===== config.mk =====
export PLATFORM = sky130hd
export DESIGN_NAME = video_pixel_fifo
export DESIGN_NICKNAME = d
export VERILOG_FILES = /design/src/rtl/video_pixel_fifo.sv
export SDC_FILE = /design/constraint.sdc
export NUM_CORES = 1
export LEC_CHECK = 0
export CAP_MARGIN = 20
export CORE_UTILIZATION = 60
export CTS_BUF_LIST = sky130_fd_sc_hd__clkbuf_16
export DETAILED_ROUTE_END_ITERATION = 16
export HOLD_SLACK_MARGIN = 0.12
export PLACE_DENSITY = 0.95
export SKIP_CTS_REPAIR_TIMING = 1
export SLEW_MARGIN = 25
export SYNTH_ARGS = -nofsm -noshare
export SYNTH_HDL_FRONTEND = slang
export SYNTH_SLANG_ARGS = --single-unit

===== constraint.sdc =====
create_clock -name clk25MHz -period 7.49 [get_ports clk25MHz]
set_clock_uncertainty 0.1 [all_clocks]
set_input_delay 1.498 -clock clk25MHz [delete_from_list [all_inputs] [get_ports clk25MHz]]
set_output_delay 1.498 -clock clk25MHz [all_outputs]
set_load 0.1 [all_outputs]

===== src/rtl/video_pixel_fifo.sv =====
// Pixel ring buffer that loads multi-pixel words and emits one registered
// pixel per request. It provides level, watermark, full/empty and sticky error flags.
module video_pixel_fifo #(
  parameter int PIX_W        = 8,
  parameter int PIX_PER_WORD = 2,
  parameter int DEPTH_WORDS  = 4,
  parameter int WATERMARK    = 2
) (
  input  logic                                             clk25MHz,
  input  logic                                             rst,
  input  logic                                             en,
  input  logic                                             clear,
  input  logic                                             load,
  input  logic [PIX_PER_WORD*PIX_W-1:0]                    data,
  input  logic                                             need_pixel,
  output logic [PIX_W-1:0]                                 video,
  output logic                                             video_valid,
  output logic [$clog2(DEPTH_WORDS*PIX_PER_WORD+1)-1:0]    level,
  output logic                                             empty,
  output logic                                             full,
  output logic                                             watermark_on,
  output logic                                             underrun,
  output logic                                             overflow
);

  localparam int CAP = DEPTH_WORDS * PIX_PER_WORD;
  localparam int LW  = $clog2(CAP + 1);
  localparam int AW  = $clog2(DEPTH_WORDS);
  localparam int SW  = (PIX_PER_WORD > 1) ? $clog2(PIX_PER_WORD) : 1;

  localparam logic [LW-1:0] FULL_THR = LW'(CAP - PIX_PER_WORD);
  localparam logic [LW-1:0] WM_THR   = LW'(WATERMARK);
  localparam logic [LW-1:0] WORD_INC = LW'(PIX_PER_WORD);
  localparam logic [SW-1:0] SEL_LAST = SW'(PIX_PER_WORD - 1);

  logic [AW-1:0]    wr_word_reg;
  logic [AW-1:0]    rd_word_reg;
  logic [SW-1:0]    rd_sel_reg;
  logic [LW-1:0]    level_reg;
  logic             do_load;
  logic             do_pop;
  logic             wr_en;
  logic [PIX_W-1:0] bank_rd [PIX_PER_WORD];

  assign level        = level_reg;
  assign empty        = (level_reg == '0);
  assign full         = (level_reg > FULL_THR);
  assign watermark_on = (level_reg <= WM_THR);

  // Both decisions use the registered level, so a same-cycle pop never makes room for a load.
  assign do_load = load && !full;
  assign do_pop  = need_pixel && !empty;
  assign wr_en   = en && !clear && do_load;

  // One bank per pixel slot of a word: a whole word lands in a single write cycle.
  for (genvar gi = 0; gi < PIX_PER_WORD; gi++) begin : g_bank
    logic [PIX_W-1:0] bank_mem [DEPTH_WORDS];

    always_ff @(posedge clk25MHz) begin
      if (wr_en) begin
        bank_mem[wr_word_reg] <= data[(PIX_PER_WORD-gi)*PIX_W-1 -: PIX_W];
      end
    end

    assign bank_rd[gi] = bank_mem[rd_word_reg];
  end

  always_ff @(posedge clk25MHz or posedge rst) begin
    if (rst) begin
      wr_word_reg <= '0;
      rd_word_reg <= '0;
      rd_sel_reg  <= '0;
      level_reg   <= '0;
      video       <= '0;
      video_valid <= 1'b0;
      underrun    <= 1'b0;
      overflow    <= 1'b0;
    end else if (en) begin
      if (clear) begin
        wr_word_reg <= '0;
        rd_word_reg <= '0;
        rd_sel_reg  <= '0;
        level_reg   <= '0;
        video       <= '0;
        video_valid <= 1'b0;
        underrun    <= 1'b0;
        overflow    <= 1'b0;
      end else begin
        if (do_load) begin
          wr_word_reg <= wr_word_reg + AW'(1);
        end
        if (load && full) begin
          overflow <= 1'b1;
        end

        if (do_pop) begin
          video       <= bank_rd[rd_sel_reg];
          video_valid <= 1'b1;
          if (rd_sel_reg == SEL_LAST) begin
            rd_sel_reg  <= '0;
            rd_word_reg <= rd_word_reg + AW'(1);
          end else begin
            rd_sel_reg <= rd_sel_reg + SW'(1);
          end
        end else if (need_pixel) begin
          video       <= '0;
          video_valid <= 1'b0;
          underrun    <= 1'b1;
        end else begin
          video_valid <= 1'b0;
        end

        case ({do_load, do_pop})
          2'b10:   level_reg <= level_reg + WORD_INC;
          2'b01:   level_reg <= level_reg - LW'(1);
          2'b11:   level_reg <= level_reg + WORD_INC - LW'(1);
          default: level_reg <= level_reg;
        endcase
      end
    end
  end

endmodule


# Word-level counts from Yosys, hierarchy flattened
# Memories as Yosys holds them, arrays and structs flattened.
# Index checks and enable logic that the tools add are counted.
[word_totals] ff_bits=20 ramBits=64 input_bits=22 output_inout_bits=18 elab_cells=72 mem_count=2
[classes] add_sub_neg=6 order_cmp=3 eq_ne=4 n_mux=25 bitwise_logic=1 n_reduce_logical=23
[mem_list] memory="g_bank[0].bank_mem" depth=4 width=8 rd=1 rd_ports_with_merged_regs=0 write_ports=1 line="57" rtl="logic [PIX_W-1:0] bank_mem [DEPTH_WORDS];"
[mem_list] memory="g_bank[1].bank_mem" depth=4 width=8 rd=1 rd_ports_with_merged_regs=0 write_ports=1 line="57"
[op_table] op="$mux 8" n=6
[op_table] op="$mux 1" n=12
[op_table] op="$pmux 4 s3" n=1
[op_table] op="$mux 2" n=5
[op_table] op="$reduce_and 2->1" n=5
[op_table] op="$reduce_bool 2->1" n=5
[op_table] op="$sub 4x1->4 const B" n=2
[op_table] op="$reduce_and 3->1" n=2
[op_table] op="$logic_and 1x1->1" n=5
[op_table] op="$add 2x1->2 const B" n=2
[op_table] op="$add 4x2->4 const B" n=1
[op_table] op="$eq 2x2->1 const B" n=2
[op_table] op="$gt 4x3->1 const B" n=1
[op_table] op="$le 4x2->1 const B" n=1
[op_table] op="$logic_not 4->1" n=1
[op_table] op="$mux 4" n=1
[op_table] op="$reduce_bool 4->1" n=1
[op_table] op="$logic_not 1->1" n=3
[op_table] op="$reduce_bool 3->1" n=1
[op_table] op="$eq 2x1->1 const B" n=1
[op_table] op="$ge 2x2->1 const B" n=1
[op_table] op="$ne 2x2->1 const B" n=1
[op_table] op="$not 1->2" n=1
[op_table] op="$add 1x1->1 const B" n=1

# Logic depth before layout (Yosys ltp)
# Gate-level depths: netlist (run 1).
[logic_depth] word_depth=6 ltp_mapped=11 mapped_depth_nobuf=10

# Least setup slack after synthesis (run 1)
# Ideal clock, no wire load.
[synth_timing] path_type="reg2out" from="register level_reg[1] (netlist: level[1])" to="output empty" arrival_ps=4056 path_slack_ps=1836 stages_incl_launch_ff=3 path_buffers=1 cell_sequence="dfrtp_1 buf_4 nor4_1"
[synth_between] elab_chain_len=1
[synth_lines] item="from (decl)" line="39" rtl="logic [LW-1:0] level_reg;"
[synth_lines] item="from (signal assigned)" line="114" rtl="2'b10: level_reg <= level_reg + WORD_INC;"
[synth_lines] item="from (signal assigned)" line="115" rtl="2'b01: level_reg <= level_reg - LW'(1);"
[synth_lines] item="from (signal assigned)" line="116" rtl="2'b11: level_reg <= level_reg + WORD_INC - LW'(1);"
[synth_lines] item="$logic_not 4->1" line="46" rtl="assign empty = (level_reg == '0);"
[synth_lines] item="to (decl)" line="19" rtl="output logic empty,"
# No other way between the ends.

# Worst setup path after layout (run 1)
[layout_timing] from="register level_reg[3] (netlist: level[3])" to="output empty"
# The elaborated chain is that of the path after synthesis.

==> results of run 1 <==
## power by group through the flow
stage	registers (mW)	logic (mW)	clock network, mW
final	0.646	0.752	0.465
after global routing	0.658	0.798	0.487
after CTS	0.646	0.751	0.470
after detailed placement	0.654	0.747	0
after global placement	0.647	0.729	0
after floorplan	0.787	0.453	0
## path summary, 6_finish.rpt
| path | start | slack (ns) | endpoint |
|---|---|---|---|
| hold reg to reg | video[6] | 0.39 | video[6] |
| hold / removal | video[6] | 0.39 | video[6] |
| setup reg to reg | level[3] | 4.46 | level[2] |
| setup / recovery | level[3] | 3.43 | empty |
| min in group asynchronous | rst | 1.53 | underrun |
| max in group asynchronous | rst | 5.20 | rd_word_reg[0] |
## logic make-up after synthesis
kind of cell,share of synthesized area
flip-flops,0.6720
XOR/XNOR,0.002430
AND/OR/NAND/NOR,0.04547
multiplexers,0.1309
AO/OA/AOI/OAI,0.08574
buffers and inverters,0.03228
adder cells (fa/ha/maj),0.03124
## worst max-delay path: stages (launching register included)
cell             delay (ns)
dfrtp_1                0.52
nor4_1                 0.41
clkdlybuf4s50_1        1.20
## cell type report
type	instances	area, um^2	area share
Sequential cell	84	2424	0.5582
Multi-Input combinational cell	114	1066	0.2455
Tap cell	72	90.09	0.02075
Inverter	15	56.30	0.01297
Clock buffer	9	225.2	0.05187
Timing Repair Buffer	39	390.4	0.08991
Clock inverter	7	90.09	0.02075
## routing by layer
layer | part of all wire | up-vias | track usage
met2 | 0.54 | 85 | 0.4376
met5 | 0 | - | 0
met1 | 0.38 | 1049 | 0.2865
li1 | - | 949 | -
met3 | 0.047 | 27 | 0.05371
met4 | 0.036 | 0 | 0.1600
## synthesized netlist by cell type (all sizes together) (2+ instances only)
| master | instances |
|---|---|
| dfrtp | 20 |
| mux4 | 16 |
| o41ai | 2 |
| a211oi | 2 |
| mux2i | 10 |
| inv | 15 |
| nand2b | 2 |
| ha | 9 |
| o21ai | 14 |
| a31oi | 2 |
| o22ai | 4 |
| buf | 6 |
| nor2 | 6 |
| nand2 | 14 |
| o31ai | 2 |
| or2 | 2 |
| o211ai | 2 |
| a22o | 2 |
| clkbuf | 5 |
| and2 | 4 |
| edfxtp | 64 |
| a21oi | 5 |
==> impl_metrics.ini, run 1 <==
[final_layout]
final_cell_count_no_fill = 340
syn_to_final_growth_pct = 20.44
layout_common_cells = 64 x edfxtp_1, 39 x clkdlybuf4s50_1, 19 x dfrtp_1
largest_reg_flops = 64
mostFrequentLayoutCell = edfxtp_1
drive_gt1_frac = 0.1418
n_antenna_cell = 0
stdcell_area_um2 = 4342
fin_util = 0.7696
fillers = 306
nets = 294

[power]
powerDensity_nw_per_um2 = 429.1
cellLeakagePower_nw = 1.578
finalPower_mw = 1.863
pwr-share-clk = 0.250
power_frac_seq = 0.347
combPwrFrac = 0.404
swShare = 0.4108
ir_drop_uv = 435.5
p_int_mw = 1.098
switching_power_mw = 0.7653

[floorplan]
core_um2 = 5642
start_util = 0.6389
die_w_um = 79.51
die_area_um2 = 6322
ios = 40
die_height_um = 79.51
rows = 27

[logic_synthesis]
synth.avg_cell_area_um2 = 16.09
synthFlopType = edfxtp_1
synth_cells = 224
synth_nets = 255
synth_cell_types = 44
synth-edff-count = 64
synthesis.area_um2 = 3605
synthArstFlopShare = 0.2381
synth_top_area_frac = 0.5331
synth_seq_cells = 84
synth.area.top_cells = edfxtp_1 53%, dfrtp_1 14%, mux4_2 10%
synth_seq_area_share = 0.6720
yosys_warnings = 0
synth_area_leader_cell = edfxtp_1

[timing]
maxSlewViolCount = 0
tns_ns = 0
finalSetupViolations = 0
worstMarginPinSlew_ns = 0.9876
fmax_mhz = 246.4
max_slew_margin = 0.3395
worst_slack_ns = 3.431
period_share = 0.5419
rsz0062_at_grt = no
finalHoldViolations = 0
final.min_clock_period_ns = 4.059
hold_slack_ns = 0.3914

[critical_path]
cp.arrival_ns = 2.46
ff2ff_path_depth = 10
crit_path_start_kind = register
required_ns = 5.89
cp-end-kind = output pin
worstSetupPathType = reg -> out
cp_max_fo = 10

[worst_hold_path]
whs_path_depth = 2
hp-class = reg -> reg

[route]
first_pass_iters = 4
vias_per_cell = 6.206
routed_wl_mm = 6.851
ant_nets = 0
drt_iter0_markers = 194
drc_errors = 0
vias = 2110
avgRoutedWirePerCell_um = 20.15

[clock_network]
numCtsBuffers = 9
cts_buffer_depth = 2
clkTransAtPathRegs_ns = 0.06
cts_root_buf = clkbuf_16
cts_tree = yes
clk_latency_ns = 0.33
h-tree-depth = 3
clock-sinks = 84

[global_route]
antenna_found_initial = 0
gr-usage-all-layers = 0.2539
grt_pass1_vias = 2310
grt_max_degree = 21
overflow = 0
grt_pass1_wl_mm = 11.21

[job]
max_cap_viol_count = 0

[placement]
dp.cells = 324
dp_hpwl_mm = 4.355
gp_congestion = 0.9087
place_area_um2 = 4025
place_ws_ns = 3.303
port_buffers = 39

[outcome]
status = completed
Note: power is estimated with default switching activity, not from simulation.
==> inputs of run 2 (changes only) <==
--- a/config.mk
+++ b/config.mk
@@ -6,11 +6,11 @@
 export NUM_CORES = 1
 export LEC_CHECK = 0
 export CAP_MARGIN = 20
-export CORE_UTILIZATION = 60
+export CORE_UTILIZATION = 56
 export CTS_BUF_LIST = sky130_fd_sc_hd__clkbuf_16
 export DETAILED_ROUTE_END_ITERATION = 16
 export HOLD_SLACK_MARGIN = 0.12
-export PLACE_DENSITY = 0.95
+export PLACE_DENSITY = 0.91
 export SKIP_CTS_REPAIR_TIMING = 1
 export SLEW_MARGIN = 25
 export SYNTH_ARGS = -nofsm -noshare
==> constraint.sdc (replaced) <==
create_clock -name clk25MHz -period 4 [get_ports clk25MHz]
set_clock_uncertainty 0.1 [all_clocks]
set_input_delay 0.8 -clock clk25MHz [delete_from_list [all_inputs] [get_ports clk25MHz]]
set_output_delay 0.8 -clock clk25MHz [all_outputs]
set_load 0.1 [all_outputs]
==> impl_metrics.ini, run 2 (synthesis results as in run 1) <==
[placement]
dp.cells = 333
place_area_um2 = 4074
gp_congestion = 0.8348
port_buffers = 39
dp_hpwl_mm = 4.361
place_ws_ns = 0.5587

[route]
vias_per_cell = 6.023
routed_wl_mm = 7.202
avgRoutedWirePerCell_um = 20.64
first_pass_iters = 4
drt_iter0_markers = 122
vias = 2102
ant_nets = 0
drc_errors = 0

[final_layout]
fin_util = 0.7228
fillers = 388
syn_to_final_growth_pct = 21.52
largest_reg_flops = 64
mostFrequentLayoutCell = edfxtp_1
final_cell_count_no_fill = 349
drive_gt1_frac = 0.1788
nets = 300
n_antenna_cell = 0
stdcell_area_um2 = 4380
layout_common_cells = 64 x edfxtp_1, 36 x clkdlybuf4s50_1, 19 x dfrtp_1

[job]
max_cap_viol_count = 0

[global_route]
grt_pass1_vias = 2106
gr-usage-all-layers = 0.2318
antenna_found_initial = 0
grt_pass1_wl_mm = 10.67
grt_max_degree = 21
overflow = 0

[timing]
period_share = 0.7783
finalHoldViolations = 0
finalSetupViolations = 0
fmax_mhz = 321.2
maxSlewViolCount = 0
final.min_clock_period_ns = 3.113
max_slew_margin = 0.3449
worst_slack_ns = 0.8867
worstMarginPinSlew_ns = 0.9796
tns_ns = 0
rsz0062_at_grt = no

[critical_path]
timing.rr.start = level[3]
cp-startpoint = need_pixel
cpLargestDelayFamily = buffers and inverters
required_ns = 4.12
crit_path_start_kind = primary input
worstSetupPathType = in -> reg
cp.arrival_ns = 3.24
critical_path.cell_chain = clkdlybuf4s50_1 > o41ai_4 > inv_2 > ha_1 > xor2_1 > inv_1 > ha_1 > inv_1 > a221oi_1 > a221o_1 > a22o_1
crit_buf_inv = 4
cp_max_fo = 11
slowest_delay_ns = 0.59
slowest_stage = clkdlybuf4s50_1
cp-end-kind = register

[clock_network]
clock-sinks = 84
cts_buffer_depth = 2
h-tree-depth = 3
cts_root_buf = clkbuf_16
cts_tree = yes
clkTransAtPathRegs_ns = 0.07
numCtsBuffers = 9
clk_latency_ns = 0.33

[floorplan]
start_util = 0.5948
ios = 40
die_height_um = 82.23
rows = 28
core_um2 = 6061
die_w_um = 82.23
die_area_um2 = 6762

[outcome]
status = completed

[power]
powerDensity_nw_per_um2 = 786.0
cellLeakagePower_nw = 1.610
ir_drop_uv = 999.4

[worst_hold_path]
min_from = video[5]
hp-class = reg -> reg
run 2: worst min-delay path: stages, from the launching register on:
cell	delay [ns]
dfrtp_1	0.34
nand2_1	0.05
o21ai_1	0.06
run 2: final timing paths:
kind / endpoint / slack (ns) / cells after the start
max: level[2] / 0.89 / 11
min: video[5] / 0.38 / 2
max reg2reg: level[2] / 1.00 / 10
min reg2reg: video[5] / 0.38 / 2
max in group asynchronous: rd_word_reg[0] / 2.42 / 2
min in group asynchronous: video[2] / 0.82 / 2
run 2: metrics by stage:
step / hold slack [ns] / power, mW
after global placement: 0.3696 / 2.579
after detailed placement: 0.3752 / 2.619
after floorplan: 0.4263 / 2.328
after CTS: 0.3909 / 3.455
after global routing: 0.4173 / 3.573
final: 0.3805 / 3.443
run 2: metal layers:
layer | routed length (um) | GRT usage | part of all wire | vias up
li1 | - | - | - | 965
met1 | 2916 | 0.2962 | 0.40 | 1050
met2 | 3797 | 0.3868 | 0.53 | 78
met3 | 419 | 0.04396 | 0.058 | 9
met4 | 69 | 0.1035 | 0.0096 | 0
met5 | 0 | 0 | 0 | -
run 2: area by class of cell:
type / instances / area, um^2 / share of cell area
repair buffers: 45 / 427.9 / 0.09769
inverters: 15 / 56.30 / 0.01285
multi-input cells: 114 / 1072 / 0.2448
clock buffers: 9 / 225.2 / 0.05141
clock inverters: 7 / 81.33 / 0.01857
well taps: 75 / 93.84 / 0.02142
flip-flops and latches: 84 / 2424 / 0.5533
run 2: where the power goes:
group          internal (mW)  switching [mW]
Sequential              1.03           0.183
Clock                  0.446           0.382
Combinational          0.475           0.925
Total                   1.95            1.49
